File: src/rtl/max_pool_2x2_if.sv
// ============================================================================
// max_pool_2x2_if : pixel-stream bundle between a producer and the 2x2 pooler
// Revision: 1.0
// ============================================================================
`default_nettype none

interface max_pool_2x2_if #(
  parameter int DATA_W = 12
);
  logic                     clear;
  logic                     valid_in;
  logic signed [DATA_W-1:0] data_in;
  logic                     valid_out;
  logic signed [DATA_W-1:0] data_out;
  logic                     frame_done;

  modport master (
    output clear, valid_in, data_in,
    input  valid_out, data_out, frame_done
  );

  modport slave (
    input  clear, valid_in, data_in,
    output valid_out, data_out, frame_done
  );
endinterface

`default_nettype wire

File: src/rtl/max_pool_2x2.sv
// ============================================================================
// max_pool_2x2 : streaming 2x2 / stride-2 signed max pooling over a raster frame
// Revision: 1.0
// ============================================================================
`default_nettype none

module max_pool_2x2 #(
  parameter int DATA_W = 12,
  parameter int IMG_W  = 24,
  parameter int IMG_H  = 24
) (
  input  logic           clk,
  input  logic           rst_n,
  max_pool_2x2_if.slave  bus
);

  localparam int COL_W  = $clog2(IMG_W);
  localparam int ROW_W  = $clog2(IMG_H);
  localparam int BUF_N  = IMG_W / 2;
  localparam int BUF_AW = (BUF_N > 1) ? $clog2(BUF_N) : 1;

  logic        [COL_W-1:0]  col;
  logic        [ROW_W-1:0]  row;
  logic signed [DATA_W-1:0] pair;
  logic signed [DATA_W-1:0] row_buf [BUF_N];

  logic        [BUF_AW-1:0] buf_idx;
  logic signed [DATA_W-1:0] above;
  logic signed [DATA_W-1:0] h_max;
  logic signed [DATA_W-1:0] win_max;
  logic                     last_col;
  logic                     last_row;
  logic                     take;

  assign take     = bus.valid_in && !bus.clear;
  assign buf_idx  = BUF_AW'(col >> 1);
  assign above    = row_buf[buf_idx];
  assign h_max    = (pair  > bus.data_in) ? pair  : bus.data_in;
  assign win_max  = (h_max > above)       ? h_max : above;
  assign last_col = (col == COL_W'(IMG_W - 1));
  assign last_row = (row == ROW_W'(IMG_H - 1));

  // Row buffer is always written in an even row before the odd row reads it,
  // so it carries no reset.
  always_ff @(posedge clk) begin
    if (take && col[0] && !row[0]) begin
      row_buf[buf_idx] <= h_max;
    end
  end

  always_ff @(posedge clk or negedge rst_n) begin
    if (!rst_n) begin
      col            <= '0;
      row            <= '0;
      pair           <= '0;
      bus.valid_out  <= 1'b0;
      bus.frame_done <= 1'b0;
      bus.data_out   <= '0;
    end else begin
      bus.valid_out  <= 1'b0;
      bus.frame_done <= 1'b0;
      if (bus.clear) begin
        col  <= '0;
        row  <= '0;
        pair <= '0;
      end else if (bus.valid_in) begin
        if (!col[0]) begin
          pair <= bus.data_in;
        end else if (row[0]) begin
          bus.data_out   <= win_max;
          bus.valid_out  <= 1'b1;
          bus.frame_done <= last_row && last_col;
        end
        if (last_col) begin
          col <= '0;
          row <= last_row ? '0 : row + 1'b1;
        end else begin
          col <= col + 1'b1;
        end
      end
    end
  end

endmodule

`default_nettype wire

File: src/flat_wrapper.sv
// flat-port wrapper written by rule: the top's interface ports become plain ports
module max_pool_2x2_flat 
#(
  parameter int DATA_W = 12,
  parameter int IMG_W  = 24,
  parameter int IMG_H  = 24
)
  (clk, rst_n, bus_clear, bus_valid_in, bus_data_in, bus_valid_out, bus_data_out, bus_frame_done);
  max_pool_2x2_if #(.DATA_W(DATA_W)) bus_i ();
  input  logic clk;
  input  logic rst_n;
  input wire logic [$bits(bus_i.clear)-1:0] bus_clear;
  input wire logic [$bits(bus_i.valid_in)-1:0] bus_valid_in;
  input wire logic [$bits(bus_i.data_in)-1:0] bus_data_in;
  output wire logic [$bits(bus_i.valid_out)-1:0] bus_valid_out;
  output wire logic [$bits(bus_i.data_out)-1:0] bus_data_out;
  output wire logic [$bits(bus_i.frame_done)-1:0] bus_frame_done;
  assign bus_i.clear = bus_clear;
  assign bus_i.valid_in = bus_valid_in;
  assign bus_i.data_in = bus_data_in;
  assign bus_valid_out = bus_i.valid_out;
  assign bus_data_out = bus_i.data_out;
  assign bus_frame_done = bus_i.frame_done;
  max_pool_2x2 #(.DATA_W(DATA_W), .IMG_W(IMG_W), .IMG_H(IMG_H)) u_core (.clk(clk), .rst_n(rst_n), .bus(bus_i));
endmodule
File: config.mk
export PLATFORM = sky130hd
export DESIGN_NAME = max_pool_2x2_flat
export DESIGN_NICKNAME = d
export VERILOG_FILES = /design/src/rtl/max_pool_2x2_if.sv /design/src/rtl/max_pool_2x2.sv /design/src/flat_wrapper.sv
export SDC_FILE = /design/constraint.sdc
export NUM_CORES = 1
export LEC_CHECK = 0
export BUFFER_PORTS_ARGS = -buffer_cell sky130_fd_sc_hd__buf_4
export CAP_MARGIN = 15
export CELL_PAD_IN_SITES_DETAIL_PLACEMENT = 0
export CELL_PAD_IN_SITES_GLOBAL_PLACEMENT = 2
export CORE_ASPECT_RATIO = 0.7
export CORE_UTILIZATION = 35
export CTS_CLUSTER_DIAMETER = 40
export DETAILED_ROUTE_END_ITERATION = 10
export PLACE_DENSITY = 0.63
export REMOVE_ABC_BUFFERS = 1
export SLEW_MARGIN = 20
export SYNTH_ARGS = -nofsm -noshare
export SYNTH_HDL_FRONTEND = slang
export SYNTH_SLANG_ARGS = --single-unit
File: constraint.sdc
create_clock -name clk -period 4.7 [get_ports clk]
set_input_delay 0.235 -clock clk [delete_from_list [all_inputs] [get_ports clk]]
set_output_delay 0.235 -clock clk [all_outputs]
set_load 0.03 [all_outputs]
Yosys cells after proc, flatten, opt, wreduce, memory -nomap -nowiden --
Memory sizes are Yosys's and may differ from the RTL's. Index checks and enable logic that the tools add are counted. W data, S select, Z words.
Word-level totals: register bits after elaboration 36, bits in writable memories 144, input bits 16, output and inout port bits 14, logic and storage cells 48, memories kept 1
Memory list:
- u_core.row_buf | words 12, width 12, read ports 1, clocked after memory_dff 0, write ports 1, line max_pool_2x2.sv:25 | logic signed [DATA_W-1:0] row_buf [BUF_N];
Operators by class: add/subtract/negate cells 2, order comparisons 2, eq/ne operators 3, mux-type cells 22, bitwise operators 1, reductions and logical operators 11
Operators by type and width (number):
- $mux W12 | 5
- $mux W5 | 7
- $gt A12 B12 Y1 | 2
- $add A5 B1 Y5 const B | 2
- $eq A5 B5 Y1 const B | 2
- $mux W1 | 10
- $logic_and A1 B1 Y1 | 4
- $reduce_and A2 Y1 | 2
- $reduce_and A4 Y1 | 1
- $reduce_bool A2 Y1 | 2
- $logic_not A1 Y1 | 2
- $ne A2 B2 Y1 const B | 1
- $not A1 Y1 | 1

Depth between registers and ports, before layout --
depth after elaboration 6, mapped depth 20, gate-level depth less buffers 17

Worst setup path before layout --
No wires, ideal clock.
path type register -> register, start register u_core.pair[11], end register u_core.bus.data_out[7], library setup time 0.146 ns, data arrival time 3.997 ns, required time 4.554 ns, setup slack 0.557 ns, cell stages (with the launch flop) 19, path buffers 3, clock period less this slack 4.143 ns, cells stage by stage dfrtp_1 ha_1 buf_6 and4_4 nand4_2 a21oi_2 a211oi_2 a21o_1 buf_6 a222oi_1 inv_1 ha_1 nor2b_1 o211ai_1 a2111oi_0 or4_1 nand3_1 clkbuf_1 o221ai_1
On the way: cells in the longest elaborated chain, start to end 4
RTL lines:
- from (decl) | line max_pool_2x2.sv:24 | logic signed [DATA_W-1:0] pair;
- from (signal assigned) | line max_pool_2x2.sv:68 | pair <= bus.data_in;
- $gt A12 B12 Y1 | line max_pool_2x2.sv:38 | assign h_max = (pair > bus.data_in) ? pair : bus.data_in;
- $mux W12 | line max_pool_2x2.sv:38
- named net u_core.h_max[1] | line max_pool_2x2.sv:29 | logic signed [DATA_W-1:0] h_max;
- $gt A12 B12 Y1 | line max_pool_2x2.sv:39 | assign win_max = (h_max > above) ? h_max : above;
- $mux W12 | line max_pool_2x2.sv:39
- to (signal assigned) | line max_pool_2x2.sv:70 | bus.data_out <= win_max;
- to (decl) | line max_pool_2x2_if.sv:24 | output valid_out, data_out, frame_done
The timed path passes the listed nets, and every way through them passes these cells. A chain may end at the register's enable or synchronous reset.

Final worst setup path --
start register u_core.pair[5], end register u_core.bus.data_out[1]
On the way: cells in the longest elaborated chain, start to end 4
RTL lines (line):
- $gt A12 B12 Y1 * | max_pool_2x2.sv:38
- $mux W12 * | max_pool_2x2.sv:38
- named net u_core.h_max[1] | max_pool_2x2.sv:29
- $gt A12 B12 Y1 | max_pool_2x2.sv:39
- $mux W12 * | max_pool_2x2.sv:39
The timed path passes the listed nets; every way through them passes the cells marked *.

==> run summary <==
The starting utilization of the core area is 0.364. The first global-routing pass estimated 29300 microns of wire. The residual antenna-violating net count after detailed routing is 0. The worst pin sits at a relative slew slack of 0.406. The number of detailed-routing iterations run before antenna repair is 6.

The number of global-route vias before repair is 4842. The sequential share of power is 0.495. The share of final-layout standard cells stronger than drive strength 1 is 0.270.

The share of total power dissipated in the clock network is 0.408. Synthesis instantiated 46 different standard cells from the library. The worst setup path is of the flip-flop to flip-flop kind. The starting DRC count in detailed routing came out at 398. For the pin with the worst max-slew slack, the measured transition is 0.891 ns.

In this run the power density over the cells is 378 nW/um^2. The weighted congestion reported at the end of routability-driven placement is 0.824. The post-synthesis average cell area came out at 15.0 sq um. The DRC violation count after routing is 0.

The vertical extent of the die is 129 microns. In the global route stage, overall resource usage came out at 0.173. The number of sinks handled by clock tree synthesis is 180.

The cell type contributing the most total cell area after synthesis is sky130_fd_sc_hd__edfxtp_1. 0 antenna diodes ended up in the layout. The share of synthesized area in the top cell type comes to 0.538. The post-route non-filler standard cell count came out at 916. The number of nets in the layout is 640. In this run the standard cell core region covers 22100 sq um. The number of cells in the design after placement is 881. The internal power is 0.00275 W. Counting the fill cells in the layout gives 2006. The number of antenna violations at the first check in global routing came to 0.

The maximum fanout along the worst path came out at 11. In the synthesized netlist the async set-or-reset flop fraction comes to 0.200. Among the stages of the critical path, the cell type that occurs most often is sky130_fd_sc_hd__ha_1. Clock latency on the worst-skew pair, taken at its later pin, is 0.44 ns. The run finished with clean final reports. The average detailed-routed wire length per instance is 20.7 microns.

The maximum number of pins on one net before global-route repair is 37. STA classifies the critical path endpoint as a flip-flop. Across all setup checks in the final design, the least slack found is 0.217 ns. The switching share of power came out at 0.239. The quantity of I/O buffers inserted on ports came out at 29.

The overall via count from detail_route is 4831. The largest vdd supply drop is 281 uV. TritonCTS built the clock tree. The number of hold-slack violations in the final timing report is 0.

In the synthesized netlist, the cells that appear most often are sky130_fd_sc_hd__edfxtp_1 (144), sky130_fd_sc_hd__nand2_1 (49), sky130_fd_sc_hd__dfrtp_1 (36), sky130_fd_sc_hd__mux4_2 (36), sky130_fd_sc_hd__nor2_1 (35). The cell count after synthesis is 536. Clock tree synthesis selected as its root buffer the cell sky130_fd_sc_hd__clkbuf_16. The number of buffers created by CTS is 17. The remaining global-route overflow is 0. The floorplan step set the die width to 183 microns. The area added between synthesis and finish came out at 18.8%. The total number of placement rows is 45.

The deepest clock path buffer count is 2. The floorplan step defined a die boundary enclosing 23600 sq um. Among cell families on the critical path, the largest total delay comes from compound AO/OA/AOI/OAI gates. The number of synthesized register bits came out at 180.

The maximum single-stage delay on the critical path is 0.52 ns. The sequential share of the synthesized area is 0.650. The final core utilization came out at 0.433. The most frequent cell after synthesis is sky130_fd_sc_hd__edfxtp_1. The proportion of power drawn by combinational gates is 0.096. The critical path goes through ha_1, a21o_1, a221o_1, a211oi_4, nor3_4, a222oi_1, inv_1, ha_1, nor2b_1, o211ai_1, a2111oi_2, or4_1, nand2_1, nand2_4, o221ai_1. The shortest period the worst path allows is 4.48 ns. The HPWL reported at the end of detailed placement is 13200 microns. The placement-stage worst setup slack came out at 0.0839 ns. The cell area after technology mapping is 8040 sq um.

The count of max-cap constraint violations came out at 0. After detailed routing, the total wire length is 19000 microns. The worst hold path belongs to the class input port to flip-flop.

The total net switching power is 0.000863 W. The count of pins on the block boundary came out at 30. The number of pins with negative max-slew slack in the final report came to 0.

Yosys attributes the largest share of cell area to sky130_fd_sc_hd__edfxtp_1 (54%), sky130_fd_sc_hd__dfrtp_1 (11%), sky130_fd_sc_hd__mux4_2 (10%), sky130_fd_sc_hd__ha_1 (4.0%), sky130_fd_sc_hd__nand2_1 (2.3%). The total buffers and inverters traversed by the critical path is 1. The post-route clock skew came out at 0.00875 ns. Setup violations remaining at the end of the flow were counted as 0. The number of enable-type register cells in the synthesized netlist is 144.

The worst setup path is launched from a flip-flop. The worst endpoint data arrival time is 4.83 ns. The area of all placed cells without fillers is 9550 sq um. The routed via count divided by cell count is 5.27. The required time reported for the critical path endpoint came out at 5.05 ns. The number of H-tree levels came out at 4. Of the available clock period, the critical path in the final layout requires 0.954. The most used flip-flop cell after synthesis is sky130_fd_sc_hd__edfxtp_1. The static leakage power came out at 3.53 nW. The clock-pin slew on the worst setup and hold paths came out at 0.07 ns. The count of warnings emitted by yosys came out at 0. The highest clock rate came out at 223 MHz. The placed instances occupy a cell area of 8850 sq um. The slowest stage of the critical path belongs to the cell sky130_fd_sc_hd__or4_1.
==> per-layer routing <==
| metal | wire length (microns) | global-route usage | vias to the layer above |
|---|---|---|---|
| li1 | - | - | 2209 |
| met1 | 9980 | 0.269 | 2513 |
| met2 | 8060 | 0.235 | 97 |
| met3 | 809 | 0.0476 | 12 |
| met4 | 143 | 0.0456 | 0 |
| met5 | 0 | 0 | - |
==> worst reg2reg max path, cell delays in order (launching register included) <==
cell and delay, ns:
sky130_fd_sc_hd__dfrtp_1 0.42, sky130_fd_sc_hd__ha_1 0.34, sky130_fd_sc_hd__a21o_1 0.20, sky130_fd_sc_hd__a221o_1 0.35, sky130_fd_sc_hd__a211oi_4 0.38, sky130_fd_sc_hd__nor3_4 0.14
sky130_fd_sc_hd__a222oi_1 0.45, sky130_fd_sc_hd__inv_1 0.14, sky130_fd_sc_hd__ha_1 0.33, sky130_fd_sc_hd__nor2b_1 0.13, sky130_fd_sc_hd__o211ai_1 0.29, sky130_fd_sc_hd__a2111oi_2 0.13
sky130_fd_sc_hd__or4_1 0.52, sky130_fd_sc_hd__nand2_1 0.18, sky130_fd_sc_hd__nand2_4 0.14, sky130_fd_sc_hd__o221ai_1 0.24
==> area by class of cell <==
type	count	area (sq um)	area share
clock inverters	15	180	0.0189
well taps	305	382	0.0400
clock buffers	17	425	0.0445
flip-flops and latches	180	5230	0.547
multi-input cells	295	2650	0.277
repair buffers	73	576	0.0603
inverters	31	116	0.0122
==> cells in the final DEF (no fill, tap or decap), types with 10 or more instances in the layout <==
| cell type | synthesis | layout |
|---|---|---|
| sky130_fd_sc_hd__mux2i_1 | 17 | 17 |
| sky130_fd_sc_hd__nor2_1 | 35 | 34 |
| sky130_fd_sc_hd__buf_4 | 0 | 70 |
| sky130_fd_sc_hd__a222oi_1 | 10 | 10 |
| sky130_fd_sc_hd__o221ai_1 | 11 | 10 |
| sky130_fd_sc_hd__ha_1 | 26 | 26 |
| sky130_fd_sc_hd__clkbuf_16 | 0 | 17 |
| sky130_fd_sc_hd__mux4_2 | 36 | 36 |
| sky130_fd_sc_hd__inv_1 | 31 | 31 |
| sky130_fd_sc_hd__dfrtp_1 | 36 | 34 |
| sky130_fd_sc_hd__nand2_1 | 49 | 47 |
| sky130_fd_sc_hd__edfxtp_1 | 144 | 144 |
| sky130_fd_sc_hd__a21oi_1 | 33 | 33 |
==> final timing paths <==
| path | to | from | depth (start not counted) | slack (ns) |
|---|---|---|---|---|
| worst max-delay path | u_core.bus.data_out[1]$_DFFE_PN0P_ | u_core.pair[5]$_DFFE_PN0P_ | 15 | 0.22 |
| worst min-delay path | u_core.pair[2]$_DFFE_PN0P_ | bus_data_in[2] | 3 | 0.06 |
| worst max register to register | u_core.bus.data_out[1]$_DFFE_PN0P_ | u_core.pair[5]$_DFFE_PN0P_ | 15 | 0.22 |
| worst min register to register | u_core.bus.data_out[6]$_DFFE_PN0P_ | u_core.bus.data_out[6]$_DFFE_PN0P_ | 2 | 0.52 |
| max in group asynchronous | u_core.col[1]$_DFFE_PN0P_ | rst_n | 2 | 3.99 |
| min in group asynchronous | u_core.pair[0]$_DFFE_PN0P_ | rst_n | 2 | 0.29 |
==> cells by family (layout without fill, tap and decap cells) <==
logic type                 Yosys count  count (layout)  synth area share
AOI/OAI and AO/OA                   86              86            0.0773
xor gates and xnor gates             2               2           0.00218
adders and majority gates           26              26            0.0405
buffers and inverters               61             136            0.0321
DFF                                180             180             0.650
muxes                               55              55             0.125
and+or+nand+nor                    126             126            0.0733
==> power by group through the flow <==
stage          clock network (W)  logic (W)  registers, W
2_1_floorplan                  0   0.000187       0.00183
3_3_place_gp                   0   0.000327       0.00182
3_5_place_dp                   0   0.000335       0.00182
4_1_cts                  0.00150   0.000337       0.00179
5_1_grt                  0.00157   0.000389       0.00179
6_report                 0.00148   0.000348       0.00179
==> sequential cells by signal, indices dropped and copies added (netlist names) <==
name / flops
u_core.bus.frame_done: 1
u_core.row: 5
u_core.col: 5
u_core.row_buf: 144
u_core.pair: 12
u_core.bus.data_out: 12
u_core.bus.valid_out: 1
==> timing repair <==
action	4_1_cts	5_1_grt
endpoints found under the setup margin	0	12
hold buffers	1	0
setup buffers	0	2
gates resized for setup	0	14
hold endpoints to repair	36	0
==> through the flow <==
stage          total power (W)  hold WS [ns]  TNS (ns)
3_3_place_gp           0.00215         0.243         0
2_1_floorplan          0.00201       -0.0606         0
6_report               0.00361        0.0587         0
4_1_cts                0.00362        0.0396         0
3_5_place_dp           0.00216         0.247         0
5_1_grt                0.00375        0.0385   -0.0642
Power figures use the tool's default switching activity.
